File: src/rtl/spi_pkg.sv
// Shared types and defaults for the SPI mode-0 slave receiver.
package spi_pkg;

  typedef enum logic [1:0] {
    IDLE    = 2'd0,
    SHIFT   = 2'd1,
    WAIT_CS = 2'd2
  } spi_rx_state_t;

  localparam int SPI_SYNC_STAGES_DEFAULT = 2;

endpackage

File: src/rtl/spi_sync_edge.sv
// One-bit synchroniser with rise/fall pulses taken from the last stage.
// STAGES must be at least 2. RST_VAL sets the level that every stage
// and the edge-detect copy hold during reset.
module spi_sync_edge
  import spi_pkg::*;
#(
  parameter int   STAGES  = SPI_SYNC_STAGES_DEFAULT,
  parameter logic RST_VAL = 1'b0
) (
  input  logic clk,
  input  logic reset_n,
  input  logic d_in,
  output logic q,
  output logic rise,
  output logic fall
);

  logic [STAGES-1:0] sync_q;
  logic              q_d;

  // Shift the asynchronous input through the synchroniser chain and keep a delayed copy for edge detect.
  always_ff @(posedge clk or negedge reset_n) begin
    if (!reset_n) begin
      sync_q <= {STAGES{RST_VAL}};
      q_d    <= RST_VAL;
    end else begin
      sync_q <= {sync_q[STAGES-2:0], d_in};
      q_d    <= sync_q[STAGES-1];
    end
  end

  assign q    = sync_q[STAGES-1];
  assign rise = q & ~q_d;
  assign fall = ~q & q_d;

endmodule

File: src/rtl/spi_slave_rx.sv
// SPI mode-0 (CPOL=0, CPHA=0, MSB first) slave receiver.
// Oversamples sclk/cs/mosi in the clk domain, deserialises one D_WIDTH word
// per cs-low frame and reports it with a one-clk d_valid pulse.
// Optional feature macro: SPI_SLAVE_MISO_EN returns tx_data on miso.
//
// state   | meaning
// IDLE    | waiting for cs fall; sclk activity ignored
// SHIFT   | frame in progress, sampling mosi on each sclk rise
// WAIT_CS | word delivered, waiting for cs rise; extra sclk rises flag an error
module spi_slave_rx
  import spi_pkg::*;
#(
  parameter int D_WIDTH     = 16,
  parameter int SYNC_STAGES = SPI_SYNC_STAGES_DEFAULT
) (
  input  logic               clk,
  input  logic               reset_n,
  input  logic               sclk,
  input  logic               cs,
  input  logic               mosi,
  output logic               miso,
  input  logic [D_WIDTH-1:0] tx_data,
  output logic [D_WIDTH-1:0] d_out,
  output logic               d_valid,
  output logic               frame_err,
  output logic               busy
);

  localparam int             CW       = $clog2(D_WIDTH + 1);
  localparam logic [CW-1:0]  CNT_FULL = CW'(D_WIDTH);
  localparam logic [CW-1:0]  CNT_LAST = CW'(D_WIDTH - 1);
  localparam logic [CW-1:0]  CNT_ONE  = CW'(1);

  spi_rx_state_t      state, state_nxt;
  logic [CW-1:0]      bit_cnt;
  logic [D_WIDTH-1:0] shift_reg;
  logic               err_done;

  logic sclk_rise, sclk_fall, sclk_level_unused;
  logic cs_s, cs_rise, cs_fall;
  logic mosi_s, mosi_rise_unused, mosi_fall_unused;

  logic frame_start, shift_en, load_out, valid_nxt, err_nxt, err_set;

  // cs resets to the asserted level so a cs already low at reset release produces no fall.
  spi_sync_edge #(.STAGES(SYNC_STAGES), .RST_VAL(1'b0)) u_sync_sclk (
    .clk(clk), .reset_n(reset_n), .d_in(sclk),
    .q(sclk_level_unused), .rise(sclk_rise), .fall(sclk_fall)
  );

  spi_sync_edge #(.STAGES(SYNC_STAGES), .RST_VAL(1'b0)) u_sync_cs (
    .clk(clk), .reset_n(reset_n), .d_in(cs),
    .q(cs_s), .rise(cs_rise), .fall(cs_fall)
  );

  spi_sync_edge #(.STAGES(SYNC_STAGES), .RST_VAL(1'b0)) u_sync_mosi (
    .clk(clk), .reset_n(reset_n), .d_in(mosi),
    .q(mosi_s), .rise(mosi_rise_unused), .fall(mosi_fall_unused)
  );

  // State register.
  always_ff @(posedge clk or negedge reset_n) begin
    if (!reset_n) state <= IDLE;
    else          state <= state_nxt;
  end

  // Next-state and datapath control decode.
  always_comb begin
    state_nxt   = state;
    frame_start = 1'b0;
    shift_en    = 1'b0;
    load_out    = 1'b0;
    valid_nxt   = 1'b0;
    err_nxt     = 1'b0;
    err_set     = 1'b0;
    case (state)
      IDLE: begin
        if (cs_fall) begin
          frame_start = 1'b1;
          state_nxt   = SHIFT;
        end
      end
      SHIFT: begin
        if (bit_cnt == CNT_FULL) begin
          // A cs rise that coincided with the final sclk rise is already visible as cs_s high.
          load_out  = 1'b1;
          valid_nxt = 1'b1;
          state_nxt = cs_s ? IDLE : WAIT_CS;
        end else if (cs_rise && !(sclk_rise && bit_cnt == CNT_LAST)) begin
          err_nxt   = 1'b1;
          state_nxt = IDLE;
        end else if (sclk_rise) begin
          shift_en = 1'b1;
        end
      end
      WAIT_CS: begin
        if (sclk_rise && !err_done) begin
          err_nxt = 1'b1;
          err_set = 1'b1;
        end
        if (cs_rise) state_nxt = IDLE;
      end
      default: state_nxt = IDLE;
    endcase
  end

  // Receive shift register, saturating bit counter, output word and status pulses.
  always_ff @(posedge clk or negedge reset_n) begin
    if (!reset_n) begin
      bit_cnt   <= '0;
      shift_reg <= '0;
      err_done  <= 1'b0;
      d_out     <= '0;
      d_valid   <= 1'b0;
      frame_err <= 1'b0;
    end else begin
      d_valid   <= valid_nxt;
      frame_err <= err_nxt;
      if (frame_start) begin
        bit_cnt   <= '0;
        shift_reg <= '0;
        err_done  <= 1'b0;
      end else begin
        if (shift_en) begin
          shift_reg <= {shift_reg[D_WIDTH-2:0], mosi_s};
          if (bit_cnt != CNT_FULL) bit_cnt <= bit_cnt + CNT_ONE;
        end
        if (err_set) err_done <= 1'b1;
      end
      if (load_out) d_out <= shift_reg;
    end
  end

  assign busy = (state != IDLE);

`ifdef SPI_SLAVE_MISO_EN
  logic [D_WIDTH-1:0] tx_shift;

  // Transmit word is captured at frame start and advanced on each sclk fall so the master sees it on the next rise.
  always_ff @(posedge clk or negedge reset_n) begin
    if (!reset_n) begin
      tx_shift <= '0;
    end else if (state == IDLE && cs_fall) begin
      tx_shift <= tx_data;
    end else if (state == SHIFT && sclk_fall) begin
      tx_shift <= {tx_shift[D_WIDTH-2:0], 1'b0};
    end
  end

  assign miso = (state == IDLE) ? 1'b0 : tx_shift[D_WIDTH-1];
`else
  logic unused_tx;
  assign unused_tx = ^{tx_data, sclk_fall};
  assign miso      = 1'b0;
`endif

endmodule

File: config.mk
export PLATFORM = sky130hd
export DESIGN_NAME = spi_slave_rx
export DESIGN_NICKNAME = d
export VERILOG_FILES = /design/src/rtl/spi_pkg.sv /design/src/rtl/spi_sync_edge.sv /design/src/rtl/spi_slave_rx.sv
export SDC_FILE = /design/constraint.sdc
export NUM_CORES = 1
export LEC_CHECK = 0
export CAP_MARGIN = 0
export CORE_ASPECT_RATIO = 0.5
export CORE_MARGIN = 2
export CORE_UTILIZATION = 35
export DETAILED_ROUTE_END_ITERATION = 16
export GPL_ROUTABILITY_DRIVEN = 0
export PLACE_DENSITY_LB_ADDON = 0.3
export SYNTH_ARGS = -nofsm -noshare
export SYNTH_HDL_FRONTEND = slang
export SYNTH_SLANG_ARGS = --single-unit
File: constraint.sdc
create_clock -name clk -period 2.5 [get_ports clk]
set_input_delay 0.375 -clock clk [delete_from_list [all_inputs] [get_ports clk]]
set_output_delay 0.375 -clock clk [all_outputs]
set_load 0.05 [all_outputs]
Word-level counts from Yosys, hierarchy flattened
Cells that the tools add are included.
{"block": "word_totals", "input_bits": 21, "regBits": 50}
{"block": "classes", "n_addsub": 1, "reduce_logical": 12, "n_eq_ne": 8, "n_bitwise": 6, "mux": 26}
{"cell": "2-to-1 mux 16 bit", "n": 2}
{"cell": "2-to-1 mux 5 bit", "n": 3}
{"cell": "2-to-1 mux 1 bit", "n": 14}
{"cell": "2-to-1 mux 2 bit", "n": 5}
{"cell": "nonzero test 2 bit", "n": 4}
{"cell": "case mux 2 bit (3 select lines)", "n": 1}
{"cell": "adder 5 x 1 -> 5 bit (second input constant)", "n": 1}
{"cell": "equality test 5 x 4 -> 1 bit (second input constant)", "n": 1}
{"cell": "equality test 5 bit (second input constant)", "n": 1}
{"cell": "inequality test 5 bit (second input constant)", "n": 1}
{"cell": "inequality test 2 bit (second input constant)", "n": 2}
{"cell": "bitwise AND 1 bit", "n": 3}
{"cell": "logical AND 1 bit", "n": 3}
{"cell": "inequality test 3 bit (second input constant)", "n": 1}
{"cell": "inverter 1 bit", "n": 3}
{"cell": "AND reduction 3 bit", "n": 1}
{"cell": "equality test 2 x 1 -> 1 bit (second input constant)", "n": 1}
{"cell": "equality test 2 bit (second input constant)", "n": 1}
{"cell": "logical NOT 1 bit", "n": 2}
{"cell": "logical NOT 2 bit", "n": 1}
{"cell": "case mux 1 bit (2 select lines)", "n": 1}
{"cell": "AND reduction 2 bit", "n": 1}

Depth between registers and ports, before layout
Gate-level depths: netlist (run 1).
{"block": "depth", "ltp_word": 10, "ltp_mapped": 9, "ltp_nobuf": 7}

By module
A second synthesis (run 1) with hierarchy kept.
{"block": "unflattened", "cells_unflattened": 178, "hier_area_um2": 2088.3}
{"module": "spi_slave_rx", "instances": 1, "area_per_inst_um2": 1818.0, "cells_per_inst": 163}
{"module": "spi_sync_edge", "instances": 3, "area_per_inst_um2": 90.1, "cells_per_inst": 5}

Worst setup path after synthesis (run 1)
OpenSTA, ideal clock, no wires.
{"block": "synth_timing", "kind": "reg-to-reg", "start": "register bit_cnt[0]", "end": "register bit_cnt[1]", "path_slack_ns": 0.441, "t_required_ns": 2.422, "setup_ns": 0.078, "arrival_time_ns": 1.981, "path_buffers": 2, "period_less_slack_ns": 2.059, "path_stages_with_launch": 10, "path_cell_list": "dfrtp_1 ha_1 and3_1 ha_1 nor3b_1 or4_4 buf_6 clkbuf_1 nand2_1 a21oi_1"}
{"block": "synth_via", "elab_chain_len": 9, "word_cells_on_any_way": 16, "cone_classes": "add/sub: 1; eq/ne: 3; mux: 6; reduce/logical: 6"}
{"element": "start: declaration", "line": "spi_slave_rx.sv:35", "rtl": "logic [CW-1:0] bit_cnt;"}
{"element": "start signal: assignment", "line": "spi_slave_rx.sv:126", "rtl": "if (bit_cnt != CNT_FULL) bit_cnt <= bit_cnt + CNT_ONE;"}
{"element": "equality test 5 x 4 -> 1 bit", "line": "spi_slave_rx.sv:89", "rtl": "end else if (cs_rise && !(sclk_rise && bit_cnt == CNT_LAST)) begin"}
{"element": "logical AND 1 bit", "line": "spi_slave_rx.sv:89"}
{"element": "logical NOT 1 bit", "line": "spi_slave_rx.sv:89"}
{"element": "logical AND 1 bit", "line": "spi_slave_rx.sv:89"}
{"element": "2-to-1 mux 1 bit", "line": "spi_slave_rx.sv:89"}
{"element": "2-to-1 mux 1 bit", "line": "spi_slave_rx.sv:84", "rtl": "if (bit_cnt == CNT_FULL) begin"}
{"element": "2-to-1 mux 1 bit", "line": "spi_slave_rx.sv:76", "rtl": "case (state)"}
{"element": "nonzero test 2 bit (no line)"}
{"element": "AND reduction 2 bit (no line)"}
Several ways; a longest one is shown, not always the timed one. The select of a mux whose other input is x is not followed.
A chain may end at the register's enable or synchronous reset.

Worst setup path in the final report (run 1)
{"block": "layout_timing", "start": "register state[0]", "end": "output port busy"}
{"block": "layout_via", "elab_chain_len": 1}
{"element": "start: declaration", "line": "spi_slave_rx.sv:34", "rtl": "spi_rx_state_t state, state_nxt;"}
{"element": "start signal: assignment", "line": "spi_slave_rx.sv:64", "rtl": "else state <= state_nxt;"}
{"element": "nonzero test 2 bit", "line": "spi_slave_rx.sv:134", "rtl": "assign busy = (state != IDLE);"}
{"element": "end: declaration", "line": "spi_slave_rx.sv:26", "rtl": "output logic busy"}
No other way between the ends.

==> metrics.txt, run 1 <==
hpwl dp roughly 2.4 mm; DRT antenna net count 0; Leak about 1.2 nW; DRT Pass-1 Iters 4; Reg clk slew, reported paths ~60 ps; setup tns final 0 ps; highest clock rate about 440 MHz; Synth top cells by count 50 x dfrtp_1, 36 x nand2_1, 22 x a21oi_1; drt drc 0; worst r2r src bit_cnt[0]; Period minus WS final approximately 2300 ps; share of layout cells above drive strength 1 0.172; Setup crit start kind register; Post-Syn Area 2040 um^2; ranking of synthesized cells by area dfrtp_1 61%, mux2_2 8.9%, nand2_1 6.6%; initial antenna violation count 0; starting density of the core 0.368; Synth Instances between 150 and 200; VDD IR max 0.386 mV; fin nets roughly 240; Power, Total around 2.1 mW; MaxCap Viol Count 0; Port Buffer Count 23; Routed WL between 3 and 4 mm; Cell Area, Placed around 2400 um^2; post-synthesis cell type count 31; Worst-Margin Slew approximately 660 ps; period utilization 0.912; sequential element share of the synthesized area 0.615; WS Path Type reg -> out; site row count 19; Hold Buf Count CTS 0; largest net degree at the start of global routing 24; io pins approximately 40; Reg2Reg Capture Point bit_cnt[2]; Hold WC Path Type in -> async; Max clock buf depth 2; Die W 112 um; status finished clean; Primary FF master, synth dfrtp_1; core area about 5500 um^2; fin. max-slew vios 0; warnings from Yosys 0; number of enable flip-flop cells after synthesis 0; Die Height approximately 58 um; crit end category output port; largest area contributor in the netlist dfrtp_1; crit-path max FO 3; drt wl/cell about 12 um; asr flop ratio synth 1.00; worst skew pair latency around 280 ps; Total Die Area approximately 6500 um^2; worst r2r path cells 7; ANT cells 0; Mean Syn Cell Area 11.4 um^2; Hold Vio Cnt, Final 0; placed cells 274; pwr dens 846 nW/um^2; R2R setup slack ~330 ps; grt ovf 0; count leader, synth dfrtp_1; vias per cell 4.68; first-pass GRT wire length 6.33 mm; setup violators final 0; total track usage 0.121; vias in the first global route approximately 1,300; initial drt markers 63; clock skew around 3.3 ps; Syn Nets 206; CTS Root Cell clkbuf_16; top cell type's share of synthesized area 0.615; Critical Path RT 2120 ps; slew margin rel. 0.556; TritonCTS Buffers 5; H-Tree Depth 2; Layout Cells excl Fill around 280; CTS tree yes; Layout area overhead 24.5%; via count 1,321; clk sink count 50; Seq cells post-synth 50; RSZ-0062 raised after global routing false; final non-filler cell area between 2000 and 3000 um^2; Arrival @ worst endpoint 1900 ps
## repair_timing
action / 4_1_cts / 5_1_grt
resized for setup: 0 / 1
endpoints found under the setup margin: 0 / 9
buffers inserted: 0 / 0
## per-stage QoR
stage / setup WS [ps] / hold slack [ps] / util
final: 221 / 50.5 / 0.457
after global routing: 118 / 92.3 / 0.457
after CTS: 77.3 / 67.4 / 0.456
after detailed placement: 124 / 336 / 0.429
after global placement: 124 / 333 / 0.429
after floorplan: 441 / 79.4 / -
## logic make-up (layout without fill, tap and decap cells)
family / after synthesis / in the layout / share of synthesized area
flip-flops: 50 / 50 / 0.615
buffers and inverters: 18 / 48 / 0.0393
adder cells (fa/ha/maj): 6 / 6 / 0.0369
XOR/XNOR: 2 / 2 / 0.00861
other: 1 / 1 / 0.00184
AND/OR/NAND/NOR: 57 / 57 / 0.130
multiplexers: 16 / 16 / 0.0885
AO/OA/AOI/OAI: 29 / 29 / 0.0805
## placed cells by master (no fill, tap or decap), drive strengths merged, types with 3 or more instances in the layout
master | netlist | layout
nand2b | 3 | 3
nor3 | 3 | 3
buf | 3 | 8
nor2 | 6 | 6
nand2 | 36 | 36
mux2 | 16 | 16
a21oi | 22 | 22
dfrtp | 50 | 50
clkdlybuf4s50 | 0 | 22
ha | 6 | 6
clkbuf | 5 | 6
inv | 10 | 10
## report_power, final
| group | switching, mW | leakage [nW] | internal, mW |
|---|---|---|---|
| registers | 0.0452 | 0.675 | 0.876 |
| clock network | 0.277 | 0.0729 | 0.396 |
| logic | 0.337 | 0.411 | 0.211 |
| total | 0.660 | 1.16 | 1.48 |
## area by class of cell
cell class | count | area [um^2]
clock inverter | 2 | 12.5
inverter | 10 | 37.5
sequential | 50 | 1250
clock buffer | 6 | 139
multi-input combinational | 111 | 724
fill | 528 | 3010
tap | 73 | 91.3
timing repair buffer | 30 | 278
## critical path, cell delays in order, from the launching register on
cell	delay, ps
dfrtp_1	380
inv_1	90
ha_1	210
inv_1	120
clkdlybuf4s50_1	820
## worst max path at each step
stage                     startpoint            to  slack, ps  depth (start not counted)
after floorplan           bit_cnt[0]    bit_cnt[1]        440                          9
final                       state[0]          busy        220                          4
after detailed placement  bit_cnt[0]  shift_reg[7]        120                          8
after global placement    bit_cnt[0]  shift_reg[4]        120                          8
after global routing        state[0]          busy        120                          4
after CTS                 bit_cnt[0]  shift_reg[6]         80                          8
## per-layer routing
layer  GRT usage  share of wire  vias up  wire, um
met5           0              0        -         0
met4      0.0370          0.012        0        41
met3      0.0356          0.037        4       130
met2       0.189           0.45       14      1580
met1       0.168           0.50      654      1740
li1            -              -      649         -
Power figures use the tool's default switching activity.
==> inputs of run 2 (changes only) <==
--- a/config.mk
+++ b/config.mk
@@ -9,6 +9,7 @@
 export CORE_ASPECT_RATIO = 0.5
 export CORE_MARGIN = 2
 export CORE_UTILIZATION = 35
+export CTS_CLUSTER_DIAMETER = 50
 export DETAILED_ROUTE_END_ITERATION = 16
 export GPL_ROUTABILITY_DRIVEN = 0
 export PLACE_DENSITY_LB_ADDON = 0.3
==> results of run 2 <==
Final layout, timing and power as in run 1 (identical DEF).
==> inputs of run 3 (changes only) <==
--- a/config.mk
+++ b/config.mk
@@ -6,13 +6,14 @@
 export NUM_CORES = 1
 export LEC_CHECK = 0
 export CAP_MARGIN = 0
-export CORE_ASPECT_RATIO = 0.5
+export CORE_ASPECT_RATIO = 0.6
 export CORE_MARGIN = 2
 export CORE_UTILIZATION = 35
 export CTS_CLUSTER_DIAMETER = 50
 export DETAILED_ROUTE_END_ITERATION = 16
 export GPL_ROUTABILITY_DRIVEN = 0
 export PLACE_DENSITY_LB_ADDON = 0.3
+export SKIP_CTS_REPAIR_TIMING = 1
 export SYNTH_ARGS = -nofsm -noshare
 export SYNTH_HDL_FRONTEND = slang
 export SYNTH_SLANG_ARGS = --single-unit
==> run 3 against run 2 <==
Sequential power barely moved. Die area fell by 0.26%. Worst hold slack improved by 40 ps. Routed wire length rose by 3.7%. Non-clock buffer count fell by 3. Combinational power fell by 4.2%. First-iteration DRC count fell by 44%. Critical path type unchanged. Sequential share of layout area rose by 1.1 points. Count of clock-buffer cells in the layout fell by 1. Global-route usage rose by 0.41 points. Critical endpoint unchanged. Clock power fell by 18%.
==> metrics.txt, run 3 (synthesized netlist as in run 1, its figures left out) <==
status finished clean; critical path's slowest cell clkdlybuf4s50_1; MaxCap Viol Count 0 (unchanged); Critical Path RT 2120 ps (about the same); largest net degree at the start of global routing 28 (+17%); Die Height 63.1 um (+8.9%); Arrival @ worst endpoint 1900 ps (about the same); fin. max-slew vios 0 (unchanged); TritonCTS Buffers 5 (unchanged); Hold WC Path Type in -> async; starting density of the core 0.364 (-0.00378); setup tns final 0 ps (unchanged); clock power share 0.275 (-0.039); first-pass GRT wire length 6.29 mm (-0.55%); Combinational Power Share 0.263 (+0.007); Die W 102 um (-8.4%); crit end category output port; worst r2r src bit_cnt[0]; initial drt markers 35 (-44%); DRT Pass-1 Iters 4 (unchanged); Setup crit start kind register; Leak 1.13 nW (-2.5%); Total Die Area 6460 um^2 (-0.26%); crit-path max FO 3 (unchanged); drt wl/cell 12.7 um (+2.6%); highest clock rate 440 MHz (+0.34%); P_sw 633 uW (-4.0%); clock skew 12.7 ps (+9.31 ps); CP peak stage delay 810 ps (about the same); vias in the first global route 1,270 (-4.9%); share of layout cells above drive strength 1 0.156 (-0.0162); Reg2Reg Capture Point bit_cnt[2]; Port Buffer Count 23 (unchanged); via count 1,315 (-0.45%); setup violators final 0 (unchanged); grt ovf 0 (unchanged); WS Path Type reg -> out; cell mode on critical path inv_1; crit-path cells inv_1 -> ha_1 -> inv_1 -> clkdlybuf4s50_1; pwr dens 806 nW/um^2 (-4.7%); slew margin rel. 0.580 (+0.0240); area occupied by multi-input gates 716 um^2 (-1.2%); fin nets 232 (-1.3%); ANT cells 0 (unchanged); site row count 21 (+2); Max clock buf depth 2 (unchanged); internal power 1.37 mW (-7.9%); most frequent cells in the layout 50 x dfrtp_1, 36 x nand2_1, 22 x a21oi_1, 22 x clkdlybuf4s50_1, 16 x mux2_2; H-Tree Depth 2 (unchanged); period utilization 0.909 (-0.00310); DRT antenna net count 0 (unchanged); sequential power share 0.462 (+0.032); Net Sw Frac 0.317 (+0.00900); Layout area overhead 21.8%; total track usage 0.126 (+0.00411); CTS tree yes; initial antenna violation count 0 (unchanged); Reg clk slew, reported paths 100 ps (+40 ps); worst skew pair latency 300 ps (+20 ps); vias per cell 4.61 (-1.5%); CTS Root Cell clkbuf_8; Power, Total 2.00 mW (-6.7%); drt drc 0 (unchanged); Filler Cells Inserted 539 (+2.1%); VDD IR max 0.311 mV (-19%); Worst-Margin Slew 629 ps (-31.0 ps); core area 5600 um^2 (+1.0%); Period minus WS final 2270 ps (-7.75 ps); Hold Vio Cnt, Final 0 (unchanged); register area 1250 um^2 (unchanged); R2R setup slack 340 ps (about the same); RSZ-0062 raised after global routing false; worst setup path start state[0]; Routed WL 3.62 mm (+3.7%); hpwl dp 2.41 mm (+1.3%); io pins 41 (unchanged); commonest non-fill, non-tap cell in the layout dfrtp_1; clk sink count 50 (unchanged); worst r2r path cells 7 (unchanged)
## run 3: per-layer routing
layer  part of all wire  track usage  wire [um]  vias up
met5                  0            0          0        -
met4             0.0086       0.0300         31        0
met3              0.027       0.0400         99        4
met2               0.41        0.171       1500       18
met1               0.55        0.193       1990      648
li1                   -            -          -      645
## run 3: cell type report
cell class,count,area share
inverter,10,0.0151
clock inverter,2,0.0156
clock buffer,5,0.0277
sequential,50,0.505
timing repair buffer,27,0.108
multi-input combinational,111,0.289
tap,80,0.0404
## run 3: stage by stage
step | cell area, um^2 | worst slack [ps] | hold slack [ps] | std cells | utilization
finish | 2480 | 228 | 90.6 | 285 | 0.443
global route | 2480 | 125 | 126 | 285 | 0.443
CTS | 2480 | 219 | 103 | 285 | 0.443
detailed placement | 2370 | 343 | 336 | 278 | 0.424
global placement | 2370 | 406 | 334 | 278 | 0.424
floorplan | 2040 | 441 | 79.4 | 179 | -
## run 3: worst max-delay path by stage
stage / to / slack [ps] / cells after the start
final: busy / 230 / 4
after CTS: busy / 220 / 4
after global placement: bit_cnt[2] / 410 / 7
after global routing: busy / 130 / 4
after floorplan: bit_cnt[1] / 440 / 9
after detailed placement: bit_cnt[2] / 340 / 7
## run 3: power by group through the flow
stage                     clock network, mW  logic, mW  registers [mW]
final                                 0.551      0.526           0.923
after global routing                  0.612      0.584           0.934
after CTS                             0.571      0.531           0.924
after detailed placement                  0      0.527           0.939
after global placement                    0      0.518           0.937
after floorplan                           0      0.321           0.984
## run 3: critical path: cells and delay by family (launching register included)
| kind | cells | cell delay, ps |
|---|---|---|
| DFF | 1 | 370 |
| adders and majority gates | 1 | 220 |
| buffers and inverters | 3 | 1010 |
